**config.mk**
```make
export PLATFORM = sky130hd
export DESIGN_NAME = spi_tx_feeder_flat
export DESIGN_NICKNAME = d
export VERILOG_FILES = /design/src/rtl/spi_phy_pkg.sv /design/src/rtl/spi_tx_feeder_if.sv /design/src/rtl/sync_fifo_fwft.sv /design/src/rtl/spi_tx_feeder.sv /design/src/flat_wrapper.sv
export SDC_FILE = /design/constraint.sdc
export NUM_CORES = 1
export LEC_CHECK = 0
export ABC_AREA = 1
export CAP_MARGIN = 20
export CORE_ASPECT_RATIO = 0.6
export CORE_MARGIN = 2
export CORE_UTILIZATION = 60
export CTS_BUF_LIST = sky130_fd_sc_hd__clkbuf_4 sky130_fd_sc_hd__clkbuf_8 sky130_fd_sc_hd__clkbuf_16
export CTS_CLUSTER_DIAMETER = 100
export CTS_CLUSTER_SIZE = 24
export DETAILED_ROUTE_END_ITERATION = 8
export HOLD_SLACK_MARGIN = 0.02
export PLACE_DENSITY = 0.85
export SLEW_MARGIN = 10
export SYNTH_ARGS = -nofsm -noshare
export SYNTH_HDL_FRONTEND = slang
export SYNTH_SLANG_ARGS = --single-unit
```
**constraint.sdc**
```tcl
create_clock -name clock -period 4 [get_ports clock]
set_input_delay 1 -clock clock [delete_from_list [all_inputs] [get_ports clock]]
set_output_delay 1 -clock clock [all_outputs]
set_load 0.03 [all_outputs]
```
**src/rtl/spi_phy_pkg.sv**
```systemverilog
// Shared definitions for the SPI TX feeder path.
//   feeder_state_t    : feeder FSM state encoding
//   FILL_BYTE_DEFAULT : byte sent to the phy when the FIFO is dry
//   sat_inc16         : 16-bit saturating increment
package spi_phy_pkg;

    typedef enum logic [1:0] {
        ST_IDLE = 2'd0,
        ST_WAIT = 2'd1,
        ST_PUSH = 2'd2,
        ST_HOLD = 2'd3
    } feeder_state_t;

    localparam logic [7:0] FILL_BYTE_DEFAULT = 8'hFF;

    function automatic logic [15:0] sat_inc16(input logic [15:0] v);
        return (v == 16'hFFFF) ? v : v + 16'd1;
    endfunction

endpackage

```
**src/rtl/spi_tx_feeder_if.sv**
```systemverilog
// Feeder <-> SPI TX phy handshake.
//   send_flag    : phy -> feeder, frame active
//   empty        : phy -> feeder, phy needs a byte
//   send_data    : feeder -> phy, byte to transmit
//   send_valid   : feeder -> phy, one-cycle strobe for send_data
//   send_momment : feeder -> phy, bit position of first transmitted byte
// master = feeder side, slave = phy side.
interface spi_tx_feeder_if;
    logic        send_flag;
    logic        empty;
    logic [7:0]  send_data;
    logic        send_valid;
    logic [23:0] send_momment;

    modport master (
        input  send_flag, empty,
        output send_data, send_valid, send_momment
    );

    modport slave (
        output send_flag, empty,
        input  send_data, send_valid, send_momment
    );
endinterface

```
**src/rtl/sync_fifo_fwft.sv**
```systemverilog
// Synchronous first-word-fall-through FIFO.
//   clock, rst        : clock, asynchronous active-high reset
//   wr_en, wr_data    : write; accepted when not full, or when full and a
//                       pop happens in the same cycle
//   rd_en             : pop; ignored while empty
//   rd_data           : head entry, valid whenever !empty
//   full, empty, level: occupancy status (level exact from 0 to DEPTH)
module sync_fifo_fwft #(
    parameter int DEPTH = 16,
    parameter int WIDTH = 8
) (
    input  logic                     clock,
    input  logic                     rst,
    input  logic                     wr_en,
    input  logic [WIDTH-1:0]         wr_data,
    input  logic                     rd_en,
    output logic [WIDTH-1:0]         rd_data,
    output logic                     full,
    output logic                     empty,
    output logic [$clog2(DEPTH):0]   level
);
    localparam int AW = $clog2(DEPTH);
    localparam logic [AW-1:0] PTR_ONE  = 1;
    localparam logic [AW:0]   LVL_ONE  = 1;
    localparam logic [AW:0]   LVL_FULL = DEPTH[AW:0];

    logic [WIDTH-1:0] mem [DEPTH];
    logic [AW-1:0]    wr_ptr, rd_ptr;
    logic [AW:0]      cnt;
    logic             do_wr, do_rd;

    assign empty   = (cnt == '0);
    assign full    = (cnt == LVL_FULL);
    assign level   = cnt;
    assign rd_data = mem[rd_ptr];

    // A pop frees a slot in the same cycle, so a full FIFO still takes a write then.
    assign do_rd = rd_en && !empty;
    assign do_wr = wr_en && (!full || do_rd);

    // Pointers wrap naturally since DEPTH is a power of two.
    always_ff @(posedge clock or posedge rst) begin
        if (rst) begin
            wr_ptr <= '0;
            rd_ptr <= '0;
            cnt    <= '0;
        end else begin
            if (do_wr) wr_ptr <= wr_ptr + PTR_ONE;
            if (do_rd) rd_ptr <= rd_ptr + PTR_ONE;
            case ({do_wr, do_rd})
                2'b10:   cnt <= cnt + LVL_ONE;
                2'b01:   cnt <= cnt - LVL_ONE;
                default: cnt <= cnt;
            endcase
        end
    end

    always_ff @(posedge clock) begin
        if (do_wr) mem[wr_ptr] <= wr_data;
    end

endmodule

```
**src/rtl/spi_tx_feeder.sv**
```systemverilog
// Byte feeder between a host write port and an SPI TX phy.
// Host writes land in a FWFT FIFO; each time the phy raises empty during a
// frame, one byte is popped and strobed out with send_valid. A dry FIFO sends
// FILL_BYTE and flags underrun.
//   clock, rst              : clock, asynchronous active-high reset
//   wr_en, wr_data          : host byte write
//   full, level             : FIFO status
//   momment_cfg             : first-byte bit position, latched at frame start
//   phy (master)            : send_flag/empty in, send_data/send_valid/send_momment out
//   frame_done              : one-cycle pulse when a frame ends
//   underrun, underrun_cnt  : sticky dry flag (cleared at frame start), dry-push count
// Optional: define SPI_TX_FEEDER_UNDERRUN_CNT_EN to build the underrun
// counter; otherwise underrun_cnt reads 0.
module spi_tx_feeder
    import spi_phy_pkg::*;
#(
    parameter int         DEPTH     = 16,
    parameter logic [7:0] FILL_BYTE = FILL_BYTE_DEFAULT,
    parameter int         HOLD_MAX  = 4
) (
    input  logic                   clock,
    input  logic                   rst,
    input  logic                   wr_en,
    input  logic [7:0]             wr_data,
    output logic                   full,
    output logic [$clog2(DEPTH):0] level,
    input  logic [23:0]            momment_cfg,
    spi_tx_feeder_if.master        phy,
    output logic                   frame_done,
    output logic                   underrun,
    output logic [15:0]            underrun_cnt
);
    localparam int HW = (HOLD_MAX > 1) ? $clog2(HOLD_MAX) : 1;
    localparam logic [HW-1:0] HOLD_LAST = HW'(HOLD_MAX - 1);
    localparam logic [HW-1:0] HOLD_ONE  = 1;

    feeder_state_t state;
    logic [HW-1:0] hold_cnt;
    logic          valid_q;
    logic [7:0]    data_q;
    logic [23:0]   momment_q;
    logic          fifo_empty;
    logic [7:0]    fifo_head;
    logic          push_go;

    // The pop happens on the edge that enters PUSH, so the byte is already
    // registered on send_data for the whole PUSH cycle.
    assign push_go = (state == ST_WAIT) && phy.send_flag && phy.empty;

    sync_fifo_fwft #(
        .DEPTH (DEPTH),
        .WIDTH (8)
    ) u_fifo (
        .clock   (clock),
        .rst     (rst),
        .wr_en   (wr_en),
        .wr_data (wr_data),
        .rd_en   (push_go),
        .rd_data (fifo_head),
        .full    (full),
        .empty   (fifo_empty),
        .level   (level)
    );

    assign phy.send_valid   = valid_q;
    assign phy.send_data    = data_q;
    assign phy.send_momment = momment_q;

    always_ff @(posedge clock or posedge rst) begin
        if (rst) begin
            state      <= ST_IDLE;
            hold_cnt   <= '0;
            valid_q    <= 1'b0;
            data_q     <= 8'h00;
            momment_q  <= 24'd0;
            frame_done <= 1'b0;
            underrun   <= 1'b0;
        end else begin
            valid_q    <= 1'b0;
            frame_done <= 1'b0;
            // A dropped send_flag ends the frame from any state.
            if (!phy.send_flag) begin
                if (state != ST_IDLE) frame_done <= 1'b1;
                state <= ST_IDLE;
            end else begin
                case (state)
                    ST_IDLE: begin
                        state     <= ST_WAIT;
                        momment_q <= momment_cfg;
                        underrun  <= 1'b0;
                    end
                    ST_WAIT: begin
                        if (phy.empty) begin
                            state   <= ST_PUSH;
                            valid_q <= 1'b1;
                            if (fifo_empty) begin
                                data_q   <= FILL_BYTE;
                                underrun <= 1'b1;
                            end else begin
                                data_q <= fifo_head;
                            end
                        end
                    end
                    ST_PUSH: begin
                        state    <= ST_HOLD;
                        hold_cnt <= '0;
                    end
                    ST_HOLD: begin
                        // Give the phy up to HOLD_MAX cycles to drop empty
                        // so one request is not served twice.
                        if (!phy.empty || hold_cnt == HOLD_LAST) state <= ST_WAIT;
                        else hold_cnt <= hold_cnt + HOLD_ONE;
                    end
                    default: state <= ST_IDLE;
                endcase
            end
        end
    end

`ifdef SPI_TX_FEEDER_UNDERRUN_CNT_EN
    logic [15:0] urun_cnt_q;

    always_ff @(posedge clock or posedge rst) begin
        if (rst) urun_cnt_q <= 16'd0;
        else if (push_go && fifo_empty) urun_cnt_q <= sat_inc16(urun_cnt_q);
    end

    assign underrun_cnt = urun_cnt_q;
`else
    assign underrun_cnt = 16'd0;
`endif

endmodule

```
**src/flat_wrapper.sv**
```systemverilog
// flat-port wrapper written by rule: the top's interface ports become plain ports
module spi_tx_feeder_flat import spi_phy_pkg::*;
#(
    parameter int         DEPTH     = 16,
    parameter logic [7:0] FILL_BYTE = FILL_BYTE_DEFAULT,
    parameter int         HOLD_MAX  = 4
)
  (clock, rst, wr_en, wr_data, full, level, momment_cfg, frame_done, underrun, underrun_cnt, phy_send_flag, phy_empty, phy_send_data, phy_send_valid, phy_send_momment);
  spi_tx_feeder_if phy_i ();
  input  logic clock;
  input  logic rst;
  input  logic wr_en;
  input  logic [7:0] wr_data;
  output logic full;
  output logic [$clog2(DEPTH):0] level;
  input  logic [23:0] momment_cfg;
  output logic frame_done;
  output logic underrun;
  output logic [15:0] underrun_cnt;
  input wire logic [$bits(phy_i.send_flag)-1:0] phy_send_flag;
  input wire logic [$bits(phy_i.empty)-1:0] phy_empty;
  output wire logic [$bits(phy_i.send_data)-1:0] phy_send_data;
  output wire logic [$bits(phy_i.send_valid)-1:0] phy_send_valid;
  output wire logic [$bits(phy_i.send_momment)-1:0] phy_send_momment;
  assign phy_i.send_flag = phy_send_flag;
  assign phy_i.empty = phy_empty;
  assign phy_send_data = phy_i.send_data;
  assign phy_send_valid = phy_i.send_valid;
  assign phy_send_momment = phy_i.send_momment;
  spi_tx_feeder #(.DEPTH(DEPTH), .FILL_BYTE(FILL_BYTE), .HOLD_MAX(HOLD_MAX)) u_core (.clock(clock), .rst(rst), .wr_en(wr_en), .wr_data(wr_data), .full(full), .level(level), .momment_cfg(momment_cfg), .phy(phy_i), .frame_done(frame_done), .underrun(underrun), .underrun_cnt(underrun_cnt));
endmodule
```
======== Word-level counts from Yosys, hierarchy flattened ========
Memories as Yosys holds them, arrays and structs flattened.
Index checks and enable logic that the tools add are counted.
W data, S select, Z words.
storage, ports and cells
  memories kept ........................... 1
  RAM bits ................................ 128
  bits in registers ....................... 52
  output and inout bits ................... 57
cells by class
  reductions and logical operators ........ 20
  muxes and demuxes ....................... 18
  add/sub/neg operators ................... 5
  equality and inequality tests ........... 12
memories
  name               words  width  rd ports  clocked after Yosys merged registers in  wr ports  line                  RTL
  u_core.u_fifo.mem  16     8      1         0                                        1         sync_fifo_fwft.sv:27  logic [WIDTH-1:0] mem [DEPTH];
operator list
  cell                   count
  $pmux W5 S2            1
  $mux W1                9
  $add A4 B1 Y4 const B  2
  $eq A2 B2 Y1 const B   4
  $mux W2                4
  $mux W8                1
  $pmux W2 S4            1
  $reduce_bool A2 Y1     4
  $ne A2 B2 Y1 const B   3
  $reduce_and A3 Y1      2
  $add A5 B1 Y5 const B  1
  $eq A5 B5 Y1 const B   1
  $logic_not A5 Y1       1
  $sub A5 B1 Y5 const B  1
  $eq A2 B1 Y1 const B   2
  $logic_and A1 B1 Y1    4
  $pmux W2 S2            1
  $reduce_and A2 Y1      2
  $reduce_and A4 Y1      1
  $logic_not A1 Y1       3
  $ne A3 B2 Y1 const B   1
  $ne A3 B3 Y1 const B   1
  $add A2 B1 Y2 const B  1
  $logic_not A2 Y1       1
  other kinds (2)        3

======== Logic depth before layout (Yosys ltp) ========
  depth in word-level cells ............... 8
  mapped depth ............................ 18

======== By module ========
A second synthesis with hierarchy kept.
second synthesis, totals
  cells, all modules ...................... 684
  area total of the unflattened synthesis .. 7,766.2 um^2
by module, submodules not included
  module          times used  area each (um^2)  cells an instance  seq. area each (um^2)
  sync_fifo_fwft  1           5,929.4           479                4,169.0
  spi_tx_feeder   1           1,836.8           205                975.9

======== Least setup slack after synthesis ========
OpenSTA, ideal clock, no wires.
  kind .................................... input to register
  from .................................... in phy_send_flag
  to ...................................... reg u_core.u_fifo.cnt[4], in the netlist u_core.u_fifo.level[4]
  setup time .............................. 0.113 ns
  path slack .............................. 1.335 ns
  required time ........................... 3.887 ns
  stages on the path ...................... 16
  arrival ................................. 2.552 ns
  cells stage by stage .................... buf_2 nand2_1 nor2_2 nand2_1 inv_1 nand2_1 inv_1 fa_1 nand2_1 nand2_1 a21oi_1 inv_1 nand2_1 nand3_1 nand2_1 inv_1
on the way
  cells in the longest elaborated chain, start to end .. 7
  elaborated cells between the ends (all ways) .. 9
  those cells by class .................... 2 x eq/ne; 1 x mux; 6 x reduce/logical
RTL lines
  element                                                   line                  RTL
  start: declaration                                        flat_wrapper.sv:20    input wire logic [$bits(phy_i.send_flag)-1:0] phy_send_flag;
  $logic_and A1 B1 Y1 (*) (2 in series)                     spi_tx_feeder.sv:48   assign push_go = (state == ST_WAIT) && phy.send_flag && phy.empty;
  $logic_and A1 B1 Y1 (*)                                   sync_fifo_fwft.sv:38  assign do_rd = rd_en && !empty;
  $logic_or A1 B1 Y1                                        sync_fifo_fwft.sv:39  assign do_wr = wr_en && (!full || do_rd);
  $logic_and A1 B1 Y1                                       sync_fifo_fwft.sv:39
  $eq A2 B1 Y1 / $eq A2 B2 Y1 (equally long branches)       sync_fifo_fwft.sv:50  case ({do_wr, do_rd})
  $pmux W5 S2 / $reduce_bool A2 Y1 (equally long branches)  n/a
  end signal: assignment                                    sync_fifo_fwft.sv:51  2'b10: cnt <= cnt + LVL_ONE;
  end signal: assignment                                    sync_fifo_fwft.sv:52  2'b01: cnt <= cnt - LVL_ONE;
  end signal: assignment                                    sync_fifo_fwft.sv:53  default: cnt <= cnt;
  end: declaration                                          sync_fifo_fwft.sv:29  logic [AW:0] cnt;
Mark *: on every way between the ends. The rest lies on a longest branch, timed or not.
A chain may end at the register's enable or synchronous reset.

======== Worst setup path in the final report ========
  from .................................... in phy_send_flag
  to ...................................... mem u_core.u_fifo.mem[10][4] (enable)
on the way
  cells in the longest elaborated chain, start to end .. 7
RTL lines
  element                            line                  RTL
  $logic_and A1 B1 Y1 (2 in series)  spi_tx_feeder.sv:48
  $logic_and A1 B1 Y1                sync_fifo_fwft.sv:38
  $logic_or A1 B1 Y1                 sync_fifo_fwft.sv:39
  $logic_and A1 B1 Y1                sync_fifo_fwft.sv:39
  $mux W1                            sync_fifo_fwft.sv:59  if (do_wr) mem[wr_ptr] <= wr_data;
  $mux W1 (implied by the code)      sync_fifo_fwft.sv:59
  end: declaration                   sync_fifo_fwft.sv:27
Every way passes these cells.

==> impl_metrics.ini <==
[floorplanning]
die_w_um = 152
dieArea_um2 = 14200
rows = 32
coreArea_um2 = 12900
num_io_pins = 94
dieHeight_um = 93.0
start_util_pct = 61.6

[synthesis]
synth.largest_area_cell = edfxtp_1
yosys_register_bits = 180
synth_edf_count = 128
seq_area_frac_synth_pct = 65.0
synth-xor-area-share_pct = 0.995
synth_area_um2 = 7920
syn_inst = 749
yosys.area_share.simple_pct = 19.2
synth_top_family_by_area = simple AND/OR/NAND/NOR gates
synthAdderAreaFrac_pct = 2.46
synth_compound_area_share_pct = 1.11
syn-mean-instance-area_um2 = 10.6
yosysUniqueCellTypes = 28
synth_flop_cell = edfxtp_1
synth.most_common_cell = nand2_1
synthTopCellsByArea = edfxtp_1 (49%), dfrtp_1 (16%), nand2_1 (11%)
synth_top_cell_area_share_pct = 48.5
ys_warn_count = 0
synthMuxAreaShare_pct = 3.41
synthArstFlopShare_pct = 28.9
synthTopCellsByCount = nand2_1 (233), edfxtp_1 (128), nand3_1 (100), inv_1 (92), dfrtp_1 (52)

[cells_and_area]
finalNetCount = 872
antennaDiodeCount = 0
final_core_util_pct = 72.8
nFillCells = 840
drive_above_1_share_pct = 9.00
syn_to_final_growth_pct = 18.2

[place]
post-place-ws_ps = 382
portBuffers = 77
gp_congestion = 0.906
place_hpwl_mm = 13.1

[power]
ir_drop_uv = 427
p_per_area_nw_per_um2 = 761
cellLeakagePower_uw = 0.00405

[routing]
avgRoutedWirePerCell_um = 19.5
vias = 5610
antenna_left = 0
dr.pass1.iters = 8
vias_per_cell = 5.59
drtIter0Drc = 692
drc_errors = 0
wl_mm = 19.6

[clocking]
ctsHoldBuffers = 0
htreeDepth = 4
insertion_delay_ps = 440
numCtsBuffers = 17
cts_num_sinks = 180
cts_setup_buffers = 0
clkSlewWorstSetupHoldPaths_ps = 70
ctsResizeCount = 0
cts_tree = done
root_buffer = clkbuf_16
cts.path.max_buffers = 2

[timing]
rsz0062_at_grt = false
timing.final.crit_period_ps = 3220
final.setup.tns_ps = 0
clock.fmax_mhz = 311
maxSlewViolCount = 0
hold_viol_final = 0
fin_ws_ps = 783
setup_viol = 0
worst_slew_pin_slew_ps = 1090
relSlewSlack_pct = 27.0
fin_crit_sh_pct = 80.4
finalClockSkew_ps = 14.8

[hold_path]
hold_path.class = flop to flop

[global_route]
grt_pass1_vias = 5620
grt_first_pass_wirelength_mm = 30.3
antenna_found_initial = 0
grt_max_degree = 66
grtUsageTotal_pct = 28.7
grt.overflow.total = 0

[critical_path]
start_kind = primary input
required_ps = 4060
crit_arrival_ps = 3280
crit_fanout = 11
path_class = primary input to flop
crit_path_end_kind = flop

[status]
outcome = finished clean

[run]
max_cap_viol_count = 0
[placed cells by master, fill, tap and decap left out, drive strengths merged, types with 14 or more instances in the layout]
cell type	netlist	final
conb	1	16
clkdlybuf4s50	0	77
edfxtp	128	128
nand2	234	234
mux2	24	24
clkbuf	6	17
nor2	22	22
ha	14	14
inv	93	99
dfrtp	52	52
nand3	100	100
[layout make-up]
class | instances | area, um2 | area share [%]
well taps | 170 | 213 | 2.27
flip-flops and latches | 180 | 5150 | 55.0
clock buffers | 17 | 425 | 4.54
clock inverters | 15 | 171 | 1.83
repair buffers | 83 | 836 | 8.93
inverters | 95 | 357 | 3.81
multi-input cells | 443 | 2210 | 23.7
[critical path: stages]
cell             delay, ps
clkdlybuf4s50_1        580
nand2_1                 90
nor2_2                 330
inv_2                  110
a21oi_4                280
nand2_1                270
nor2_1                 600
[stage by stage]
stage | cell area [um2] | instances | power, uW | hold WS, ps
after floorplan | 7980 | 764 | 4410 | 487
after global placement | 8740 | 970 | 5240 | 487
after detailed placement | 8740 | 970 | 5370 | 492
after CTS | 9340 | 1002 | 7060 | 507
after global routing | 9360 | 1003 | 7470 | 525
final | 9360 | 1003 | 7120 | 504
[worst paths after layout]
kind                                             from                    endpoint  slack [ps]  depth (start not counted)
setup reg to reg                      u_core.state[1]    u_core.u_fifo.mem[10][4]        1170                          8
max in group asynchronous                         rst  u_core.phy.send_momment[9]        2260                          3
min in group asynchronous                         rst          u_core.hold_cnt[0]         980                          2
hold reg to reg            u_core.phy.send_momment[0]  u_core.phy.send_momment[0]         500                          1
hold / removal             u_core.phy.send_momment[0]  u_core.phy.send_momment[0]         500                          1
setup / recovery                        phy_send_flag    u_core.u_fifo.mem[10][4]         780                          7
[cell families (layout without fill, tap and decap cells)]
group                    Yosys count  count (layout)
flip-flops                       180             180
AO/OA/AOI/OAI                     14              14
buffers and inverters            141             210
XOR/XNOR                           9               9
multiplexers                      24              24
AND/OR/NAND/NOR                  365             365
adder cells (fa/ha/maj)           15              15
other                              1              16
[layer usage]
layer | wire (um) | vias up | GRT usage (%)
met5 | 81 | - | 4.40
met4 | 366 | 2 | 8.64
met3 | 2130 | 49 | 10.3
met2 | 8830 | 329 | 43.0
met1 | 8150 | 2695 | 39.7
li1 | - | 2535 | -
[power by group]
| group | internal, uW | switching [uW] |
|---|---|---|
| sequential | 2390 | 251 |
| combinational | 984 | 1810 |
| clock | 940 | 756 |
| total | 4310 | 2810 |
[registers in the layout, indices dropped and copies added, names as in the netlist]
register	flops
u_core.phy.send_momment	24
u_core.u_fifo.rd_ptr	4
u_core.hold_cnt	2
u_core.u_fifo.mem	128
u_core.phy.send_data	8
u_core.underrun	1
u_core.state	2
u_core.frame_done	1
u_core.u_fifo.wr_ptr	4
u_core.u_fifo.level	5
u_core.phy.send_valid	1
Note: power is estimated with default switching activity, not from simulation.
